--- config.mk ---
export PLATFORM = sky130hd
export DESIGN_NAME = mult_seq_ctrl
export DESIGN_NICKNAME = d
export VERILOG_FILES = /design/src/rtl/mult_seq_ctrl.sv
export SDC_FILE = /design/constraint.sdc
export NUM_CORES = 1
export LEC_CHECK = 0
export ABC_AREA = 1
export BUFFER_PORTS_ARGS = -buffer_cell sky130_fd_sc_hd__buf_2
export CORE_UTILIZATION = 55
export DETAILED_ROUTE_END_ITERATION = 16
export HOLD_SLACK_MARGIN = 0.08
export PLACE_DENSITY_LB_ADDON = 0.3
export SKIP_LAST_GASP = 1
export SLEW_MARGIN = 20
export SYNTH_ARGS = -nofsm -noshare
export SYNTH_HDL_FRONTEND = slang
export SYNTH_SLANG_ARGS = --single-unit
--- constraint.sdc ---
create_clock -name clk_i -period 4.65 [get_ports clk_i]
set_clock_uncertainty 0.2 [all_clocks]
set_input_delay 0.6975 -clock clk_i [delete_from_list [all_inputs] [get_ports clk_i]]
set_output_delay 0.6975 -clock clk_i [all_outputs]
set_load 0.03 [all_outputs]
--- src/rtl/mult_seq_ctrl.sv ---
// Multi-cycle mult/multu sequencer: radix-2 shift-add over WIDTH iterations on
// operand magnitudes, followed by a single sign-correction step that writes the
// 2*WIDTH-bit product into the HI/LO result registers.
//
// Handshake: start_i is accepted only on an IDLE edge with flush_i low; busy_o
// is high while CALC or FIX is active and start_i is ignored during that time;
// done_o is a registered one-cycle pulse, from which hi_o/lo_o are valid and held
// until the next completion.
module mult_seq_ctrl #(
  parameter int WIDTH = 32
) (
  input  logic             clk_i,
  input  logic             rst_i,
  input  logic             start_i,
  input  logic             is_signed_i,
  input  logic [WIDTH-1:0] op_a_i,
  input  logic [WIDTH-1:0] op_b_i,
  input  logic             flush_i,
  output logic             busy_o,
  output logic             done_o,
  output logic [WIDTH-1:0] hi_o,
  output logic [WIDTH-1:0] lo_o,
  output logic [1:0]       state_o
);

  localparam int CW = (WIDTH > 1) ? $clog2(WIDTH) : 1;
  localparam logic [CW-1:0] LAST_ITER = CW'(WIDTH - 1);

  localparam logic [1:0] S_IDLE = 2'd0;
  localparam logic [1:0] S_CALC = 2'd1;
  localparam logic [1:0] S_FIX  = 2'd2;

  logic [1:0]       state_q, state_d;
  logic [WIDTH-1:0] mcand_q, mcand_d;
  logic [WIDTH-1:0] mplier_q, mplier_d;   // low product half shifts in here
  logic [WIDTH-1:0] acc_q, acc_d;         // upper product half
  logic             neg_q, neg_d;
  logic [CW-1:0]    cnt_q, cnt_d;
  logic             done_q, done_d;
  logic [WIDTH-1:0] hi_q, hi_d;
  logic [WIDTH-1:0] lo_q, lo_d;

  logic [WIDTH-1:0]   mag_a, mag_b;
  logic [WIDTH:0]     sum;
  logic [2*WIDTH-1:0] prod, prod_fix;

  // Operand magnitudes; -2^(WIDTH-1) maps onto the unsigned value 2^(WIDTH-1).
  always_comb begin
    mag_a = (is_signed_i && op_a_i[WIDTH-1]) ? (~op_a_i + WIDTH'(1)) : op_a_i;
    mag_b = (is_signed_i && op_b_i[WIDTH-1]) ? (~op_b_i + WIDTH'(1)) : op_b_i;
  end

  // Datapath: conditional add with carry kept, and the signed-corrected product.
  always_comb begin
    sum      = {1'b0, acc_q} + (mplier_q[0] ? {1'b0, mcand_q} : {(WIDTH+1){1'b0}});
    prod     = {acc_q, mplier_q};
    prod_fix = neg_q ? (~prod + (2*WIDTH)'(1)) : prod;
  end

  // Next-state logic: flush aborts everything in flight without touching hi/lo.
  always_comb begin
    state_d  = state_q;
    mcand_d  = mcand_q;
    mplier_d = mplier_q;
    acc_d    = acc_q;
    neg_d    = neg_q;
    cnt_d    = cnt_q;
    done_d   = 1'b0;
    hi_d     = hi_q;
    lo_d     = lo_q;
    if (flush_i) begin
      state_d = S_IDLE;
    end else begin
      case (state_q)
        S_IDLE: begin
          if (start_i) begin
            mcand_d  = mag_a;
            mplier_d = mag_b;
            neg_d    = is_signed_i & (op_a_i[WIDTH-1] ^ op_b_i[WIDTH-1]);
            acc_d    = '0;
            cnt_d    = '0;
            state_d  = S_CALC;
          end
        end
        S_CALC: begin
          acc_d    = sum[WIDTH:1];
          mplier_d = {sum[0], mplier_q[WIDTH-1:1]};
          if (cnt_q == LAST_ITER) begin
            cnt_d   = '0;
            state_d = S_FIX;
          end else begin
            cnt_d = cnt_q + CW'(1);
          end
        end
        S_FIX: begin
          hi_d    = prod_fix[2*WIDTH-1:WIDTH];
          lo_d    = prod_fix[WIDTH-1:0];
          done_d  = 1'b1;
          state_d = S_IDLE;
        end
        default: state_d = S_IDLE;
      endcase
    end
  end

  // State registers; reset discards any operation in progress.
  always_ff @(posedge clk_i) begin
    if (rst_i) begin
      state_q  <= S_IDLE;
      mcand_q  <= '0;
      mplier_q <= '0;
      acc_q    <= '0;
      neg_q    <= 1'b0;
      cnt_q    <= '0;
      done_q   <= 1'b0;
      hi_q     <= '0;
      lo_q     <= '0;
    end else begin
      state_q  <= state_d;
      mcand_q  <= mcand_d;
      mplier_q <= mplier_d;
      acc_q    <= acc_d;
      neg_q    <= neg_d;
      cnt_q    <= cnt_d;
      done_q   <= done_d;
      hi_q     <= hi_d;
      lo_q     <= lo_d;
    end
  end

  assign busy_o  = (state_q == S_CALC) || (state_q == S_FIX);
  assign done_o  = done_q;
  assign hi_o    = hi_q;
  assign lo_o    = lo_q;
  assign state_o = state_q;

endmodule
After elaboration in Yosys (flattened, before gate mapping)
Cells that the tools add are included.
- eq/ne operators: 5
- mux-type cells: 15
- reduce and logical (&&, ||, !) cells: 10
- $add $sub $neg: 5
- bitwise operators: 6
- operator list (kind ; number):
    2-to-1 mux 32 bit ; 5
    one-hot mux 32 bit (2 select lines) ; 2
    adder 32 x 1 -> 32 bit, second input constant ; 2
    adder 64 x 1 -> 64 bit, second input constant ; 1
    2-to-1 mux 64 bit ; 1
    NOT 32 bit ; 2
    NOT 64 bit ; 1
    adder 32 x 32 -> 33 bit ; 1
    2-to-1 mux 5 bit ; 2
    one-hot mux 5 bit (2 select lines) ; 1
    AND reduction 3 bit ; 2
    adder 5 x 1 -> 5 bit, second input constant ; 1
    equality test 5 bit, second input constant ; 1
    2-to-1 mux 2 bit ; 2
    inequality test 2 bit, second input constant ; 2
    one-hot mux 2 bit (2 select lines) ; 1
    AND reduction 2 bit ; 2
    equality test 2 x 1 -> 1 bit, second input constant ; 1
    equality test 2 bit, second input constant ; 1
    logical AND 1 bit ; 2
    logical NOT 2 bit ; 1
    nonzero test 2 bit ; 1
    OR reduction 2 bit ; 1
    AND 1 bit ; 1
    other kinds (4) ; 4
- output and inout bits: 68
- flip-flop bits (word level): 169
- input bits: 69

Longest topological paths before layout
Gate-level depths: netlist of the first run.
- depth after elaboration: 5
- mapped depth: 18

Least setup slack after synthesis of the first run
Ideal clock, no wire load.
- path kind: register -> register
- from: register mplier_q[0]
- to: register acc_q[31]
- setup slack: 2190 ps
- data required time: 4380 ps
- data arrival time: 2190 ps
- cell stages (with the launch flop): 19
- library setup time: 70 ps
- cell sequence: dfxtp_1 -> buf_6 -> clkbuf_1 -> nand2_1 -> inv_1 -> ha_1 -> inv_1 -> fa_1 -> inv_1 -> nand3_1 -> nand3_1 -> nand2_1 -> nand2_1 -> nand2_1 -> nand2_1 -> nand3_1 -> nand2_1 -> nand2_1 -> a21oi_1
- word-level cells in the longest chain between the ends: 3
- RTL lines (what ; line ; RTL):
    start: declaration ; 35 ; logic [WIDTH-1:0] mplier_q, mplier_d;
    start signal: assignment ; 121 ; mplier_q <= mplier_d;
    2-to-1 mux 32 bit ; 55 ; sum = {1'b0, acc_q} + (mplier_q[0] ? {1'b0, mcand_q} : {(WIDTH+1){1'b0}});
    adder 32 x 32 -> 33 bit ; 55 ;
    one-hot mux 32 bit (2 select lines) ; 74 ; case (state_q)
    end signal: assignment ; 112 ; acc_q <= '0;
    end signal: assignment ; 122 ; acc_q <= acc_d;
    end: declaration ; 36 ; logic [WIDTH-1:0] acc_q, acc_d;
No other way between the ends.
A chain may end at the register's enable or synchronous reset.

Worst setup path in the final report of the first run
- from: register state_q[1], in the netlist state_o[1]
- to: register cnt_q[0]
- word-level cells in the longest chain between the ends: 3
- RTL lines (what ; line ; RTL):
    start: declaration ; 33 ; logic [1:0] state_q, state_d;
    start signal: assignment ; 119 ; state_q <= state_d;
    equality test 2 x 1 -> 1 bit / logical NOT 2 bit (equally long branches) ; 74 ;
    nonzero test 2 bit (no source line) / inequality test 2 bit (equally long branches) ; n/a ;
    AND reduction 3 bit (no source line) ; n/a ;
    end signal: assignment ; 124 ; cnt_q <= cnt_d;
    end: declaration ; 38 ; logic [CW-1:0] cnt_q, cnt_d;
Several ways; a longest one is shown, not always the timed one.

==> results.yml, run 1 <==
outcome:
  outcome: "completed"
logic_synthesis:
  syn-instance-count: 2343
  syn_nets: 2453
  seq_area_frac_synth_pct: 25.51
  synth_top_area_share_pct: 25.51
  synthTopCellsByArea: "dfxtp_1 26%, nand2_1 19%, nor2_1 10%"
  synth-async-reset-ratio_pct: 0
  yosysTopAreaCell: "dfxtp_1"
  synth_edf_count: 0
  syn_area_um2: 13260
  synth_area_per_cell_um2: 5.660
  synthFlopType: "dfxtp_1"
  ys_ff_latch: 169
  ys_warn_count: 0
  synth_cell_type_count: 40
critical_path:
  slowest_stage: "buf_4"
  path_cells: "inv_1 > ha_1 > buf_4 > inv_2 > nor3_4 > buf_4 > nor2_4 > buf_4 > o21ai_0 > a21oi_1"
  path_class: "reg2reg"
  path_common_cell: "buf_4"
  crit_path_max_incr_delay_ps: 680
  reg2regPathDepth: 10
  rr_endpoint: "cnt_q[0]"
  rrSetupSlack_ps: 1350
  cp.required_ps: 4830
  reg2reg_from: "state_o[1]"
  arrival_ps: 3470
  startpoint_type: "flop"
  cp-end-kind: "flop"
  crit_fanout: 82
grt:
  track_usage_pct: 34.97
  grt_pass1_vias: 13820
  grt_pass1_wl_um: 67650
  grt_max_degree: 83
  grt-ovfl-total: 0
  antenna_found_initial: 0
route:
  drtIter0Drc: 1470
  wl_um: 42250
  via_per_inst: 5.456
  via_count: 15050
  wl_per_cell_um: 15.31
  drt_first_pass_iters: 8
  ant_nets: 0
  drc: 0
final_layout:
  nets: 2538
  syn_to_final_growth_pct: 10.49
  layout-drive-gt1-share_pct: 9.098
  layout_commonest_cell: "nand2_1"
  n_fill_cell: 2410
  final_cells: 2759
  antenna-diode-count: 0
  final_cell_mix: "682 x nand2_1, 351 x nor2_1, 346 x inv_1"
floorplan:
  dieArea_um2: 24730
  start_util_pct: 56.32
  rows: 56
  die_w_um: 157.3
  core_um2: 23540
  io-pin-count: 137
  die_h_um: 157.3
worst_hold_path:
  hold_depth: 2
  hold_start: "cnt_q[4]"
  worstHoldPathType: "reg2reg"
  whs_endpoint: "cnt_q[4]"
cts:
  cts.htree.levels: 4
  clockBufferDepth: 2
  cts_resized: 0
  numCtsBuffers: 17
  cts_setup_buffers: 0
  clk_pin_slew_worst_paths_ps: 70
  clock-sinks: 169
  cts_tree: "yes"
  root_buffer: "clkbuf_16"
  worstSkewPairLatency_ps: 450
  ctsHoldBuffers: 0
power:
  total_power_uw: 3934
  p_per_area_nw_per_um2: 268.5
  p_leak_uw: 0.007976
  ir_worst_vdd_uv: 252.7
flow_run:
  maxCapViolations: 0
placed_design:
  dp.cells: 2728
  port_buffers: 136
  gp_congestion: 0.9707
  dpl.hpwl_um: 32420
sta:
  fin_crit_sh_pct: 70.89
  max_freq_ghz: 0.3034
  relSlewSlack_pct: 36.31
  finalSetupTns_ps: 0
  worst_slew_pin_slew_ps: 955.3
  final_max_slew_viol_count: 0
  rsz0062_at_grt: "no"
  holdWs_ps: 274.3
  period_minus_slack_ps: 3296
  setup_viol_count_final: 0
  hold_violations: 0
[critical path: cells and delay by family, from the launching register on]
kind | cells | cell delay, ps
buffers and inverters | 5 | 1770
AOI/OAI and AO/OA | 2 | 470
adders and majority gates | 1 | 170
DFF | 1 | 350
and+or+nand+nor | 2 | 210
[power by group]
part,leakage [µW],switching (µW),internal (µW),total [µW]
Clock,0.000287,691,762,1450
Sequential,0.00138,68.4,1520,1580
Combinational,0.00631,628,268,896
[kinds of logic after synthesis]
| family | after synthesis | share of synthesized area, % |
|---|---|---|
| buffers and inverters | 434 | 12.67 |
| flip-flops | 169 | 25.51 |
| AO/OA/AOI/OAI | 318 | 12.79 |
| XOR/XNOR | 57 | 3.765 |
| adder cells (fa/ha/maj) | 41 | 3.925 |
| AND/OR/NAND/NOR | 1324 | 41.33 |
[worst max path at each step]
| stage | start | end | slack, ps | depth (start not counted) |
|---|---|---|---|---|
| 6_report | state_o[1] | cnt_q[0] | 1350 | 10 |
| 5_1_grt | state_o[1] | cnt_q[0] | 1070 | 10 |
| 4_1_cts | mplier_q[0] | acc_q[31] | 1380 | 16 |
| 3_5_place_dp | flush_i | hi_o[10] | 1350 | 9 |
| 3_3_place_gp | flush_i | hi_o[29] | 1440 | 9 |
| 2_1_floorplan | mplier_q[0] | acc_q[31] | 2190 | 18 |
[layer usage]
layer | up-vias | share of wire [%] | global-route usage (%)
met2 | 575 | 47 | 59.73
met1 | 6839 | 41 | 42.65
li1 | 7519 | - | -
met4 | 0 | 4.7 | 16.46
met5 | - | 0 | 0
met3 | 119 | 8.0 | 5.809
[synth_stat cells, types with 2 or more instances]
library cell / n
a21o_1: 6
a21oi_1: 158
a31oi_1: 4
and2_1: 4
buf_1: 13
buf_2: 23
buf_4: 2
buf_6: 2
clkbuf_1: 39
dfxtp_1: 169
ha_1: 40
inv_1: 347
inv_2: 8
nand2_1: 682
nand2_2: 3
nand3_1: 204
nand3_2: 4
nand3b_1: 11
nand4_1: 22
nor2_1: 352
nor2_2: 14
nor3_1: 15
nor4_1: 2
o211ai_1: 15
o21ai_0: 117
o21ai_1: 4
o21bai_1: 5
o221ai_1: 4
o22ai_1: 2
or2_2: 7
xnor2_1: 8
xor2_1: 49
[stage by stage]
stage	area, µm²	worst slack (ps)	util, %
6_report	14650	1354	62.23
5_1_grt	14650	1073	62.23
4_1_cts	14650	1379	62.23
3_5_place_dp	14070	1351	59.77
3_3_place_gp	14070	1436	59.77
2_1_floorplan	13260	2190	-
[area by class of cell]
class	instances	area [µm²]	share of cell area [%]
repair buffers	145	750.7	5.124
clock inverters	14	152.6	1.042
clock buffers	17	425.4	2.903
flip-flops and latches	169	3386	23.11
well taps	319	399.1	2.724
inverters	355	1334	9.103
multi-input cells	1740	8204	55.99
[state kept, by name (all words and copies together) (netlist names)]
name and count:
hi_o 32, mcand_q 32, done_o 1, cnt_q 5, neg_q 1, acc_q 32, mplier_q 32, state_o 2
lo_o 32
Power figures use the tool's default switching activity.
==> inputs of run 2 (changes only) <==
Clock period 4.65 ns to 3.3 ns, I/O delays scaled along.
==> run 2 against run 1 <==
Core utilization is 0.60 points higher. Hold slack worse by 110 ps. Clock-buffer cell count up 4. Global-route usage is 0.51 points higher. Setup slack worse by 770 ps. Sequential cell count stayed put. Cell count up 0.51%. Clock power up 43%. Critical path depth is 7 higher. Largest power group unchanged.
==> results.yml, run 2 (synthesis gave the netlist of run 1 again) <==
sta:
  relSlewSlack_pct: 51.56
  rsz0062_at_grt: "no"
  setup_viol_count_final: 0
  period_minus_slack_ps: 2717
  worst_slew_pin_slew_ps: 725.9
  finalSetupTns_ps: 0
  final_max_slew_viol_count: 0
  max_freq_ghz: 0.3680
  hold_violations: 0
  fin_crit_sh_pct: 82.35
route:
  ant_nets: 0
  via_count: 14950
  wl_per_cell_um: 15.45
  wl_um: 42840
  drc: 0
  drt_first_pass_iters: 8
  via_per_inst: 5.391
  drtIter0Drc: 1262
floorplan:
  start_util_pct: 56.32
  rows: 56
  dieArea_um2: 24730
  die_w_um: 157.3
  core_um2: 23540
  die_h_um: 157.3
  io-pin-count: 137
power:
  p_comb_share_pct: 23.0
  p_seq_share_pct: 40.0
  power.share.switching_pct: 34.21
  p_per_area_nw_per_um2: 378.0
  p_int_uw: 3679
  p_switching_uw: 1913
  p_leak_uw: 0.008037
  total_power_uw: 5591
  ir_worst_vdd_uv: 309.1
  power.share.clock_pct: 37.1
placed_design:
  dp.cells: 2741
  gp_congestion: 0.9759
  dpl.hpwl_um: 33630
  port_buffers: 136
cts:
  ctsHoldBuffers: 0
  clock-sinks: 169
  cts_setup_buffers: 0
  root_buffer: "clkbuf_16"
  cts_resized: 0
  numCtsBuffers: 17
  cts.htree.levels: 4
  clockBufferDepth: 2
  clk_pin_slew_worst_paths_ps: 70
  worstSkewPairLatency_ps: 440
  cts_tree: "yes"
grt:
  grt_pass1_wl_um: 68540
  grt-ovfl-total: 0
  grt_max_degree: 61
  grt_pass1_vias: 13680
  track_usage_pct: 35.47
  antenna_found_initial: 0
final_layout:
  final_cells: 2773
  syn_to_final_growth_pct: 11.56
  antenna-diode-count: 0
  final_cell_mix: "682 x nand2_1, 351 x nor2_1, 346 x inv_1"
  multi_input_area_um2: 8204
  nets: 2551
  fin_util_pct: 62.83
  regArea_um2: 3385
  layout_commonest_cell: "nand2_1"
  layout-drive-gt1-share_pct: 9.454
  n_fill_cell: 2427
critical_path:
  startpoint_type: "flop"
  cp-end-kind: "flop"
  crit_buf_inv: 4
  path_delay_family: "simple AND/OR/NAND/NOR gates"
  crit_path_max_incr_delay_ps: 530
  slowest_stage: "dfxtp_1"
  path_class: "reg2reg"
  path_cells: "buf_12 > nand2_1 > inv_1 > ha_1 > inv_1 > fa_1 > inv_1 > nand3_1 > nand3_1 > nand2_1 > nand2_1 > nand2_1 > nand2_1 > nand3_1 > nand2_1 > nand2_1 > a21oi_1"
  path_common_cell: "nand2_1"
  cp.required_ps: 3470
  crit_fanout: 26
  arrival_ps: 2880
flow_run:
  maxCapViolations: 0
worst_hold_path:
  worstHoldPathType: "in2reg"
outcome:
  outcome: "completed"
run 2: area by class of cell:
cell class | count | area share [%]
Clock buffer | 21 | 3.045
Clock inverter | 11 | 0.9135
Tap cell | 319 | 2.698
Sequential cell | 169 | 22.88
Timing Repair Buffer | 158 | 5.988
Multi-Input combinational cell | 1740 | 55.46
Inverter | 355 | 9.016
run 2: tightest hold or removal path: stages:
cell and delay [ps]:
buf_2 140, nand2_1 70, a31oi_1 60
run 2: through the flow:
step / setup WS (ps) / cell area, µm² / hold slack (ps)
after global placement: 681.8 / 14210 / 252.3
final: 582.5 / 14790 / 169.1
after detailed placement: 619.0 / 14210 / 260.7
after CTS: 596.4 / 14790 / 165.5
after floorplan: 839.6 / 13260 / 243.9
after global routing: 277.3 / 14790 / 181.1
run 2: final timing paths:
check / from / to / slack, ps / cells past startpoint
max: mplier_q[0] / acc_q[31] / 580 / 17
min reg2reg: cnt_q[4] / cnt_q[4] / 270 / 2
max reg2reg: mplier_q[0] / acc_q[31] / 580 / 17
min: op_a_i[22] / mcand_q[22] / 170 / 3
run 2: routing by layer:
| metal | vias to the layer above | share of wire (%) | track usage, % |
|---|---|---|---|
| li1 | 7542 | - | - |
| met4 | 0 | 3.8 | 14.89 |
| met1 | 6777 | 42 | 44.65 |
| met2 | 536 | 47 | 60.85 |
| met5 | - | 0 | 0 |
| met3 | 93 | 6.8 | 4.460 |
run 2: power groups by stage:
stage | sequential [µW] | clock (µW) | combinational (µW)
finish | 2240 | 2070 | 1280
detailed placement | 2280 | 0 | 1260
global route | 2250 | 2160 | 1430
global placement | 2280 | 0 | 1240
CTS | 2230 | 2080 | 1270
floorplan | 2290 | 0 | 854
==> inputs of run 3 (changes only) <==
Settings changed: ABC_AREA 1 to 0, CORE_UTILIZATION 55 to 53.
Clock period 3.3 ns to 2.5 ns, I/O delays scaled along.
==> run 3 against run 2 <==
The flow now finishes with violations (negative setup slack). Setup slack got worse by 1100 ps. Clock power is 37% higher. Synthesized area shrank 19%. Combinational power increased by 15%. Total power is 27% higher. Clock-buffer cell count fell by 3. Sequential power up 26%. First-iteration DRC count rose by 9.3%. Die area fell by 16%. Critical path type unchanged.
==> results.yml, run 3 <==
logic_synthesis:
  synth_area_per_cell_um2: 7.811
  synth_top_area_share_pct: 31.46
  ys_ff_latch: 169
  synthTopCellsByArea: "dfxtp_1 31%, xor2_1 7.9%, nand2_1 6.4%"
  synthFlopType: "dfxtp_1"
  synth_most_common_cell: "nand2_1"
  syn_nets: 1487
  synth_edf_count: 0
  synth_common_cells: "182 x nand2_1, 169 x dfxtp_1, 132 x nor2_1, 103 x a21oi_1, 97 x xor2_1"
  yosysTopAreaCell: "dfxtp_1"
  synth_cell_type_count: 75
  seq_area_frac_synth_pct: 31.46
  syn_area_um2: 10760
  syn-instance-count: 1377
  synth-async-reset-ratio_pct: 0
  ys_warn_count: 0
final_layout:
  layout-drive-gt1-share_pct: 36.15
  regArea_um2: 3390
  layout_commonest_cell: "buf_4"
  n_fill_cell: 1225
  final_cell_mix: "232 x buf_4, 168 x nand2_1, 166 x dfxtp_1"
  antenna-diode-count: 0
  multi_input_area_um2: 8193
  nets: 1837
  syn_to_final_growth_pct: 45.01
sta:
  layout_setup_ws_ps: -562.0
  hold_violations: 0
  period_minus_slack_ps: 3062
  max_freq_ghz: 0.3266
  fin_crit_sh_pct: 122.5
  relSlewSlack_pct: 34.43
  final_max_slew_viol_count: 0
  setup_viol_count_final: 70
  finalSetupTns_ps: -20770
  worst_slew_pin_slew_ps: 983.6
  rsz0062_at_grt: "yes"
outcome:
  violations: "negative setup slack"
  outcome: "complete, but fails checks"
cts:
  worstSkewPairLatency_ps: 450
  cts_tree: "yes"
  cts.htree.levels: 4
  numCtsBuffers: 17
  clock-sinks: 169
  clockBufferDepth: 2
  root_buffer: "clkbuf_16"
  clk_pin_slew_worst_paths_ps: 80
placed_design:
  port_buffers: 136
  dpl.hpwl_um: 23400
  gp_congestion: 0.9184
worst_hold_path:
  whs_endpoint: "mcand_q[21]"
  worstHoldPathType: "in2reg"
  hold_start: "op_a_i[21]"
  hold_depth: 3
critical_path:
  reg2reg_from: "mplier_q[11]"
  crit_buf_inv: 2
  cp.required_ps: 2630
  rr_endpoint: "hi_o[18]"
  crit_fanout: 4
  slowest_stage: "or4_4"
  reg2regPathDepth: 9
  cp-end-kind: "flop"
  path_class: "reg2reg"
  path_delay_family: "simple AND/OR/NAND/NOR gates"
  rrSetupSlack_ps: -560
  crit_path_max_incr_delay_ps: 530
  path_cells: "or4_4 > or4_4 > buf_6 > nor4_4 > nand4_1 > buf_6 > o41ai_4 > xor2_1 > o21ai_1"
  arrival_ps: 3190
  startpoint_type: "flop"
floorplan:
  io-pin-count: 137
  die_h_um: 144.5
  dieArea_um2: 20870
  core_um2: 19650
  die_w_um: 144.5
  start_util_pct: 54.72
  rows: 51
route:
  wl_per_cell_um: 20.00
  drc: 0
  via_per_inst: 6.183
  drt_first_pass_iters: 6
  ant_nets: 0
  wl_um: 40110
  via_count: 12400
  drtIter0Drc: 1379
power:
  total_power_uw: 7125
  p_leak_uw: 0.006181
  p_per_area_nw_per_um2: 456.8
  ir_worst_vdd_uv: 441.7
grt:
  grt_pass1_wl_um: 56370
  grt_pass1_vias: 10870
  antenna_found_initial: 0
  grt_max_degree: 115
  track_usage_pct: 34.52
  grt-ovfl-total: 0
flow_run:
  maxCapViolations: 0
## run 3: changes by cell type after synthesis, moves of 39 or more
cell	before	now
a211oi_1	0	58
a21oi_1	158	103
and2_1	4	43
inv_1	347	22
nand2_1	682	182
nand3_1	204	16
nor2_1	352	132
o21ai_0	117	65
o21ai_1	4	55
xor2_1	49	97
## run 3: repair_timing
action / in CTS / in global routing
setup endpoints to repair: 79 / 98
buffers inserted: 24 / 23
hold buffers: 14 / 0
gates cloned: 1 / 1
pin swaps: 82 / 90
gates resized for setup: 128 / 83
hold endpoints to repair: 14 / 0
## run 3: layout make-up
class                      count  share of cell area (%)
clock inverter                14                   1.123
sequential                   169                   21.73
inverter                      22                  0.5295
timing repair buffer         414                   19.14
clock buffer                  18                   2.816
multi-input combinational   1103                   52.53
tap                          265                   2.126
## run 3: stage by stage
stage / cells / hold slack, ps / cell area, µm² / utilization, % / worst slack, ps
detailed placement: 1918 / 240.3 / 13410 / 68.21 / -489.3
CTS: 1986 / 81.38 / 15020 / 76.43 / -396.5
finish: 2005 / 79.74 / 15600 / 79.35 / -562.0
global placement: 1918 / 232.4 / 13410 / 68.21 / -447.5
floorplan: 1377 / 227.3 / 11090 / - / -373.2
global route: 2005 / 86.77 / 15600 / 79.35 / -625.7
## run 3: power by group
| part | switching (µW) | leakage [µW] | internal, µW |
|---|---|---|---|
| logic | 840 | 0.00451 | 632 |
| clock network | 1280 | 0.000301 | 1550 |
| registers | 61.9 | 0.00137 | 2760 |
## run 3: how the worst max path moves through the flow
stage                       from            to  cells after the start
floorplan             op_b_i[14]  mplier_q[27]                      8
global placement      op_b_i[14]  mplier_q[27]                      8
detailed placement    op_b_i[14]  mplier_q[27]                      8
CTS                 mplier_q[11]      lo_o[30]                      7
global route        mplier_q[11]      hi_o[18]                      9
finish              mplier_q[11]      hi_o[18]                      9
## run 3: routing by layer
| layer | GRT usage, % | wire length, µm | vias up |
|---|---|---|---|
| met3 | 6.093 | 4087 | 168 |
| li1 | - | - | 5641 |
| met5 | 0 | 0 | - |
| met1 | 48.10 | 16350 | 5771 |
| met4 | 11.75 | 1643 | 0 |
| met2 | 53.34 | 18030 | 817 |
## run 3: kinds of logic (layout without fill, tap and decap cells)
family / after synthesis / count (layout) / share of synthesized area (%)
and+or+nand+nor: 506 / 507 / 22.71
AOI/OAI and AO/OA: 413 / 413 / 24.85
DFF: 169 / 169 / 31.46
xor gates and xnor gates: 136 / 136 / 11.07
buffers and inverters: 106 / 468 / 4.514
adders and majority gates: 41 / 41 / 4.839
muxes: 6 / 6 / 0.5584
## run 3: worst min-delay path: stages
cell      delay (ps)
buf_2            120
xnor2_1          120
a211oi_1          60
